==> src/rtl/nbit_mux_arbiter_pkg.sv <==
// rtl/nbit_mux_arbiter_pkg.sv - shared types and constants for the round-robin mux arbiter
package nbit_mux_arbiter_pkg;

  localparam int NUM_CH = 4;

  typedef enum logic {
    IDLE = 1'b0,
    HOLD = 1'b1
  } arb_state_e;

  // One-hot acknowledge for a channel index
  function automatic logic [NUM_CH-1:0] onehot_ch(input logic [1:0] idx);
    onehot_ch = 4'b0001 << idx;
  endfunction

endpackage

==> src/rtl/nbit_mux_arbiter_mux4.sv <==
// rtl/nbit_mux_arbiter_mux4.sv - n-bit 4-to-1 data multiplexer
module nbit_mux4 #(
  parameter int N = 4
) (
  input  logic [N-1:0] d0,
  input  logic [N-1:0] d1,
  input  logic [N-1:0] d2,
  input  logic [N-1:0] d3,
  input  logic [1:0]   sel,
  output logic [N-1:0] y
);

  // Plain index-driven select
  always_comb begin
    y = d0;
    case (sel)
      2'd0:    y = d0;
      2'd1:    y = d1;
      2'd2:    y = d2;
      default: y = d3;
    endcase
  end

endmodule

==> src/rtl/nbit_mux_arbiter_rr_picker.sv <==
// rtl/nbit_mux_arbiter_rr_picker.sv - combinational round-robin winner selection
module rr_picker
  import nbit_mux_arbiter_pkg::*;
(
  input  logic [NUM_CH-1:0] req,
  input  logic [1:0]        last,
  output logic [1:0]        winner,
  output logic              any
);

  logic [1:0] idx;

  // Scan from the farthest candidate back to last+1 so the nearest set bit after last wins
  always_comb begin
    winner = '0;
    any    = 1'b0;
    idx    = '0;
    for (int k = NUM_CH; k >= 1; k--) begin
      idx = last + 2'(k);
      if (req[idx]) begin
        winner = idx;
        any    = 1'b1;
      end
    end
  end

endmodule

==> src/rtl/nbit_mux_arbiter.sv <==
// rtl/nbit_mux_arbiter.sv - four-channel round-robin arbiter with registered mux output
module nbit_mux_arbiter
  import nbit_mux_arbiter_pkg::*;
#(
  parameter int N = 4
) (
  input  logic              clk,
  input  logic              rst_n,
  input  logic [NUM_CH-1:0] req,
  input  logic [N-1:0]      A,
  input  logic [N-1:0]      B,
  input  logic [N-1:0]      C,
  input  logic [N-1:0]      D,
  input  logic              out_ready,
  output logic              out_valid,
  output logic [N-1:0]      Y,
  output logic [1:0]        S,
  output logic [NUM_CH-1:0] grant
);

  arb_state_e        state_q, state_d;
  logic [N-1:0]      y_q, y_d;
  logic [1:0]        s_q, s_d;
  logic [1:0]        last_q, last_d;
  logic [NUM_CH-1:0] grant_q, grant_d;

  logic [1:0]        pick;
  logic              pick_any;
  logic [N-1:0]      mux_y;
  logic              capture;

  rr_picker u_picker (
    .req    (req),
    .last   (last_q),
    .winner (pick),
    .any    (pick_any)
  );

  nbit_mux4 #(.N(N)) u_mux (
    .d0  (A),
    .d1  (B),
    .d2  (C),
    .d3  (D),
    .sel (pick),
    .y   (mux_y)
  );

  // State and datapath registers; last resets to 3 so channel 0 is first in line
  always_ff @(posedge clk or negedge rst_n) begin
    if (!rst_n) begin
      state_q <= IDLE;
      y_q     <= '0;
      s_q     <= 2'b00;
      last_q  <= 2'b11;
      grant_q <= '0;
    end else begin
      state_q <= state_d;
      y_q     <= y_d;
      s_q     <= s_d;
      last_q  <= last_d;
      grant_q <= grant_d;
    end
  end

  // Next state: HOLD stays put under backpressure, otherwise follows whether anyone is requesting
  always_comb begin
    state_d = state_q;
    case (state_q)
      IDLE:    if (pick_any) state_d = HOLD;
      HOLD:    if (out_ready) state_d = pick_any ? HOLD : IDLE;
      default: state_d = IDLE;
    endcase
  end

  // Capture happens whenever the output slot is free or being drained this edge
  always_comb begin
    capture = pick_any && ((state_q == IDLE) || out_ready);
    y_d     = y_q;
    s_d     = s_q;
    last_d  = last_q;
    grant_d = '0;
    if (capture) begin
      y_d     = mux_y;
      s_d     = pick;
      last_d  = pick;
      grant_d = onehot_ch(pick);
    end
  end

  assign out_valid = (state_q == HOLD);
  assign Y         = y_q;
  assign S         = s_q;
  assign grant     = grant_q;

endmodule

==> config.mk <==
export PLATFORM = sky130hd
export DESIGN_NAME = nbit_mux_arbiter
export DESIGN_NICKNAME = d
export VERILOG_FILES = /design/src/rtl/nbit_mux_arbiter_pkg.sv /design/src/rtl/nbit_mux_arbiter_mux4.sv /design/src/rtl/nbit_mux_arbiter_rr_picker.sv /design/src/rtl/nbit_mux_arbiter.sv
export SDC_FILE = /design/constraint.sdc
export NUM_CORES = 1
export LEC_CHECK = 0
export ABC_AREA = 1
export ABC_CLOCK_PERIOD_IN_PS = 1600
export CAP_MARGIN = 10
export CORE_UTILIZATION = 38
export DETAILED_ROUTE_END_ITERATION = 12
export MAX_ROUTING_LAYER = met4
export PLACE_DENSITY = 0.73
export SETUP_SLACK_MARGIN = 0.15
export SLEW_MARGIN = 20
export SYNTH_ARGS = -nofsm -noshare
export SYNTH_HDL_FRONTEND = slang
export SYNTH_HIERARCHICAL = 1
export SYNTH_SLANG_ARGS = --single-unit
==> constraint.sdc <==
create_clock -name clk -period 1.6 [get_ports clk]
set_input_delay 0.32 -clock clk [delete_from_list [all_inputs] [get_ports clk]]
set_output_delay 0.32 -clock clk [all_outputs]
set_load 0.05 [all_outputs]
==> reports/qor.csv, run 1 <==
metric,value,unit
Syn Nets,144,
Rel. slew slack,62.34,%
Logic pwr share,82.9,%
"area leader, netlist",dfrtp_1,
"Data arrival, critical path",2230,ps
CTS tree,yes,
Worst setup EP type,register,
Sw Ratio,52.20,%
pin count of the biggest net entering global routing,14,
Boundary Pins,34,
hpwl dp,1525,um
number of setup violations in the final report,13,
number of global-route vias before repair,1009,
Final #Nets,203,
R2R depth,15,
final worst slack,-411.0,ps
Inst Count DP,184,
top-area cell type share of the netlist area,32.16,%
syn_area_per_cell,7.073,sq um
I/O Buffers,33,
register area,327.8,sq um
H-tree depth,1,
initial antenna violation count,0,
sequence of cells on the critical path,"clkdlybuf4s50_1, inv_1, nand2_2, nand3_4, nand2_2, inv_2, nand2_2, nand2_2, nand2_4, nand2_8, nor2_4, nand2_1, nand4_1, nand3_1, nand2_1",
slowest cell on the critical path,clkdlybuf4s50_1,
Initial Util,41.91,%
1st-pass router iterations,4,
NetSw,2.387,mW
first-pass GRT wire length,4271,um
number of enable flip-flop cells after synthesis,0,
warnings from Yosys,6,
fmax,497.3,MHz
TritonCTS Buffers,3,
Core ar.,2042,sq um
Flop pwr share,12.5,%
Final Hold Fails,0,
violated checks,setup timing,
minimum clock period,2011,ps
reg2reg start,last_q[0]$_DFFE_PN1P_,
Mapped Cells,121,
hold_ws,395.4,ps
max_cap viols,0,
Post-synth top flop,dfrtp_1,
Pwr Density,2622,nW/um^2
RSZ-0062 raised after global routing,true,
fin area,1744,sq um
Synth cell types,17,
antenna cells,0,
RD Place Congestion,0.8209,
DRC,0,
Clock Tree Buf Depth,2,
CP dominant cell by count,nand2_2,
worst slew pin tran,563.2,ps
register area share after synthesis,38.30,%
"delay-heaviest family, CP",simple AND/OR/NAND/NOR gates,
clock power share,4.5,%
period utilization,125.7,%
Async SR Flop Fraction,100.0,%
Total Wirelength,3470,um
DR vias/cell,5.340,
vias after detailed routing,1100,
crit-path max FO,6,
Placed Instance Area,1220,sq um
Worst Skew,1.118,ps
post-synthesis register bit count,13,
Die Wd,49.46,um
Wirelength per Cell,16.84,um
"antenna viol nets, final",0,
Synth-to-Final Area Change,103.8,%
worst hold path class,in -> async,
clk sink count,13,
top post-synthesis cells by area,"dfrtp_1 (32%), nand2_1 (22%), nand3_1 (13%), dfstp_2 (6.1%), buf_6 (5.3%)",
reg-to-reg setup timing slack,-410,ps
static leakage,0.8478,nW
Fillers,112,
setup TNS,-3643,ps
critical path launch point type,input pin,
clock latency on the worst-skew pair,280,ps
"Req. time, crit path",1820,ps
total internal power,2.186,mW
top-count cell post-synth,nand2_1,
die height,49.46,um
root buffer cell,clkbuf_4,
post-synthesis instance area,855.8,sq um
Worst-path clk slew,80,ps
die area,2446,sq um
GRT Util Overall,24.51,%
multi-input logic area,733.2,sq um
Slew Limit Fails,0,
crit-path max cell delay,570,ps
"Cell Count, Final, Fillers Out",206,
outcome,finished with violations,
CP bufs+invs,3,
share of cells above drive strength 1,55.87,%
"Remaining Overflow, GRT",0,
row count,16,
worst vdd ir,1.981,mV
Post-synth top cells,"nand2_1 (50), nand3_1 (22), dfrtp_1 (11)",
FF-to-FF End,Y[3]$_DFFE_PN0P_,
Place WS,-507.7,ps
crit path kind,in -> reg,
DR iter-0 viols,24,
[state kept, by name (all words and copies together) (netlist names)]
register,count
Y,4
grant,4
S,2
last_q,2
out_valid,1
[logic make-up after synthesis]
kind of cell,count (synthesis),synth area share [%]
AND/OR/NAND/NOR,91,49.27
buffers and inverters,16,11.40
flip-flops,13,38.30
AO/OA/AOI/OAI,1,1.024
[power groups by stage]
stage	Clock [mW]	Combinational (mW)	Sequential, mW
after floorplan	0	1.26	0.888
after global placement	0	1.94	0.596
after detailed placement	0	1.98	0.599
after CTS	0.202	2.73	0.557
after global routing	0.221	3.96	0.592
final	0.207	3.79	0.574
[worst max path at each step]
| stage | slack (ps) | depth (start not counted) | start | to |
|---|---|---|---|---|
| 2_1_floorplan | -120 | 16 | last_q[0]$_DFFE_PN1P_ | Y[2]$_DFFE_PN0P_ |
| 3_3_place_gp | -460 | 14 | req[1] | Y[3]$_DFFE_PN0P_ |
| 3_5_place_dp | -510 | 15 | req[3] | Y[3]$_DFFE_PN0P_ |
| 4_1_cts | -220 | 13 | last_q[0]$_DFFE_PN1P_ | Y[3]$_DFFE_PN0P_ |
| 5_1_grt | -500 | 15 | last_q[0]$_DFFE_PN1P_ | Y[0]$_DFFE_PN0P_ |
| 6_report | -410 | 15 | req[3] | Y[3]$_DFFE_PN0P_ |
[metal layers]
metal / track usage (%) / up-vias / wire, um
met5: - / - / 0
met4: 12.86 / 0 / 138
met3: 1.852 / 14 / 139
met2: 48.63 / 52 / 1908
met1: 23.02 / 532 / 1284
li1: - / 502 / -
[area by class of cell]
class                   instances  area share (%)
flip-flops and latches         13           18.79
multi-input cells              94           42.04
clock buffers                   4           1.506
repair buffers                 56           32.14
inverters                      12           3.587
well taps                      27           1.937
[cell usage in the layout (no fill, tap or decap), types with 6 or more instances in the layout]
master,instances
buf_4,19
buf_6,10
clkdlybuf4s50_1,22
dfrtp_1,11
inv_1,6
nand2_1,20
nand2_2,21
nand2_4,13
nand3_1,12
nand3_2,6
[through the flow]
| step | power (mW) | util (%) |
|---|---|---|
| floorplan | 2.151 | - |
| global placement | 2.534 | 59.74 |
| detailed placement | 2.582 | 59.74 |
| CTS | 3.488 | 73.35 |
| global route | 4.776 | 85.42 |
| finish | 4.573 | 85.42 |
[repair_timing]
item,in CTS,in global routing
hold buffers,0,0
pin swaps,24,31
setup buffers,10,5
gates resized for setup,37,48
setup endpoints to repair,13,13
cloned,3,0
Note: power is estimated with default switching activity, not from simulation.
==> run 2: changes to the inputs <==
--- a/config.mk
+++ b/config.mk
@@ -5,13 +5,12 @@
 export SDC_FILE = /design/constraint.sdc
 export NUM_CORES = 1
 export LEC_CHECK = 0
-export ABC_AREA = 1
-export ABC_CLOCK_PERIOD_IN_PS = 1600
+export ABC_CLOCK_PERIOD_IN_PS = 1750
 export CAP_MARGIN = 10
-export CORE_UTILIZATION = 38
+export CORE_UTILIZATION = 35
 export DETAILED_ROUTE_END_ITERATION = 12
 export MAX_ROUTING_LAYER = met4
-export PLACE_DENSITY = 0.73
+export PLACE_DENSITY = 0.72
 export SETUP_SLACK_MARGIN = 0.15
 export SLEW_MARGIN = 20
 export SYNTH_ARGS = -nofsm -noshare
==> constraint.sdc (replaced) <==
create_clock -name clk -period 1.75 [get_ports clk]
set_input_delay 0.35 -clock clk [delete_from_list [all_inputs] [get_ports clk]]
set_output_delay 0.35 -clock clk [all_outputs]
set_load 0.05 [all_outputs]
==> run 2 against run 1 <==
  * The run still ends with setup timing left
  * Largest power group unchanged
  * Sequential cell count unchanged
  * Die area decreased by 9.8%
  * Critical path depth decreased by 10
  * Setup slack improved by 160 ps
  * Sequential power decreased by 16%
  * Total power decreased by 64%
  * Clock skew increased by 7.2 ps
  * Clock power decreased by 13%
  * Final area decreased by 31%
  * Register-to-register slack improved by 160 ps
  * Combinational power decreased by 74%
  * Critical endpoint unchanged
==> reports/qor.csv, run 2 <==
metric,value,unit
die height,46.98,um
Total Power,1.646,mW
top-count cell post-synth,dfrtp_1,
outcome,finished with violations,
critical path launch point type,register,
"commonest non-fill, non-tap cell in the layout",buf_4,
Synth cell types,22,
Logic pwr share,59.9,%
Final Hold Fails,0,
Clock Tree Buf Depth,2,
Post-synth top flop,dfrtp_1,
fmax,500.5,MHz
Total Wirelength,1583,um
CTS Hold Bufs,0,
violated checks,setup timing,
die area,2207,sq um
final core utilization,66.46,%
minimum clock period,1998,ps
fin area,1197,sq um
post-synthesis register bit count,13,
TritonCTS Buffers,3,
Rel. slew slack,78.38,%
Worst-path clk slew,80,ps
Worst Skew,8.299,ps
post-synthesis instance area,708.2,sq um
"antenna viol nets, final",0,
Post-synth top cells,"dfrtp_1 (11), mux2_4 (7), mux4_1 (4)",
"area leader, netlist",dfrtp_1,
1st-pass router iterations,4,
number of global-route vias before repair,612,
H-tree depth,1,
syn_area_per_cell,15.07,sq um
most frequent cells in the layout,"buf_4 (20), clkdlybuf4s50_1 (18), dfrtp_1 (11), mux2_4 (7)",
register area share after synthesis,46.29,%
"Req. time, crit path",1900,ps
crit-path max FO,5,
DRC,0,
Final #Nets,120,
share of cells above drive strength 1,48.96,%
"Remaining Overflow, GRT",0,
GRT Util Overall,17.81,%
Sw Ratio,40.00,%
hold_ws,370.6,ps
Core ar.,1802,sq um
worst hold path class,in -> async,
worst slew pin tran,324.3,ps
clock latency on the worst-skew pair,270,ps
top post-synthesis cells by area,"dfrtp_1 (39%), mux2_4 (15%), mux4_1 (15%), dfstp_2 (7.4%), nand2b_1 (2.7%)",
static leakage,0.5391,nW
CTS tree,yes,
worst vdd ir,0.7068,mV
final worst slack,-248.2,ps
row count,15,
Flop pwr share,29.2,%
hpwl dp,1203,um
Syn Nets,70,
Synth-to-Final Area Change,69.08,%
setup TNS,-1666,ps
pin count of the biggest net entering global routing,14,
warnings from Yosys,6,
DR vias/cell,4.818,
RSZ-0062 raised after global routing,true,
period utilization,114.2,%
multi-input logic area,389.1,sq um
Slew Limit Fails,0,
Worst setup EP type,register,
top-area cell type share of the netlist area,38.87,%
Wirelength per Cell,13.08,um
clock power share,11.0,%
root buffer cell,clkbuf_4,
number of enable flip-flop cells after synthesis,0,
antenna cells,0,
register area,327.8,sq um
first-pass GRT wire length,2587,um
number of setup violations in the final report,10,
Die Wd,46.98,um
I/O Buffers,33,
Placed Instance Area,1122,sq um
crit path kind,reg -> reg,
max_cap viols,0,
Fillers,146,
initial antenna violation count,0,
clk sink count,13,
Initial Util,39.31,%
Mapped Cells,47,
Pwr Density,1375,nW/um^2
total internal power,0.9876,mW
Async SR Flop Fraction,100.0,%
NetSw,0.6583,mW
DR iter-0 viols,11,
"Data arrival, critical path",2150,ps
RD Place Congestion,0.7778,
vias after detailed routing,583,
Boundary Pins,34,
## run 2: path summary, 6_finish.rpt
kind                                        from  cells past startpoint  slack (ps)               endpoint
max                        last_q[1]$_DFFE_PN1P_                      5        -250       Y[3]$_DFFE_PN0P_
max reg2reg                last_q[1]$_DFFE_PN1P_                      5        -250       Y[3]$_DFFE_PN0P_
max in group asynchronous                  rst_n                      2        1140  last_q[0]$_DFFE_PN1P_
min reg2reg                     S[1]$_DFFE_PN0P_                      1         520       S[1]$_DFFE_PN0P_
min in group clk                S[1]$_DFFE_PN0P_                      1         520       S[1]$_DFFE_PN0P_
min                                        rst_n                      2         370       S[0]$_DFFE_PN0P_
## run 2: critical path, cell delays in order, from the launching register on
cell      delay (ps)
dfstp_2          550
nand2b_4         130
a21oi_4           50
o221ai_4         320
mux4_2           550
mux2_4           270
## run 2: timing repair
action / CTS / global route
endpoints found under the hold margin: 0 / 0
setup buffers: 4 / 0
pin swaps: 2 / 2
setup endpoints to repair: 11 / 12
gates resized for setup: 15 / 0
## run 2: power groups by stage
stage                     Combinational, mW  Clock, mW  Sequential [mW]
final                                 0.985      0.180            0.480
after global routing                   1.04      0.200            0.495
after CTS                             0.986      0.187            0.481
after detailed placement              0.880          0            0.483
after global placement                0.869          0            0.484
after floorplan                       0.292          0            0.758
## run 2: per-layer routing
metal	up-vias	track usage [%]	share of wire, %	wire [um]
li1	273	-	-	-
met1	289	22.33	42	669
met2	21	29.17	53	842
met3	0	4.615	4.5	71
met4	0	3.429	0	0
met5	-	-	0	0
## run 2: kinds of logic (layout without fill, tap and decap cells)
kind of cell	Yosys count	after routing	synth area share, %
flops	13	13	46.29
simple gates	14	14	13.25
compound gates	5	5	5.654
buf+inv	2	51	2.120
mux	13	13	32.69
## run 2: layout make-up
type                    count  share of cell area [%]
clock buffers               4                   2.194
well taps                  25                   2.612
inverters                   1                  0.3135
flip-flops and latches     13                   27.38
multi-input cells          32                   32.50
repair buffers             46                   35.01
## run 2: per-stage QoR
step / cells / setup slack, ps
3_5_place_dp: 113 / -635.8
6_report: 121 / -248.2
5_1_grt: 121 / -342.5
2_1_floorplan: 47 / -235.1
3_3_place_gp: 113 / -592.4
4_1_cts: 121 / -264.7
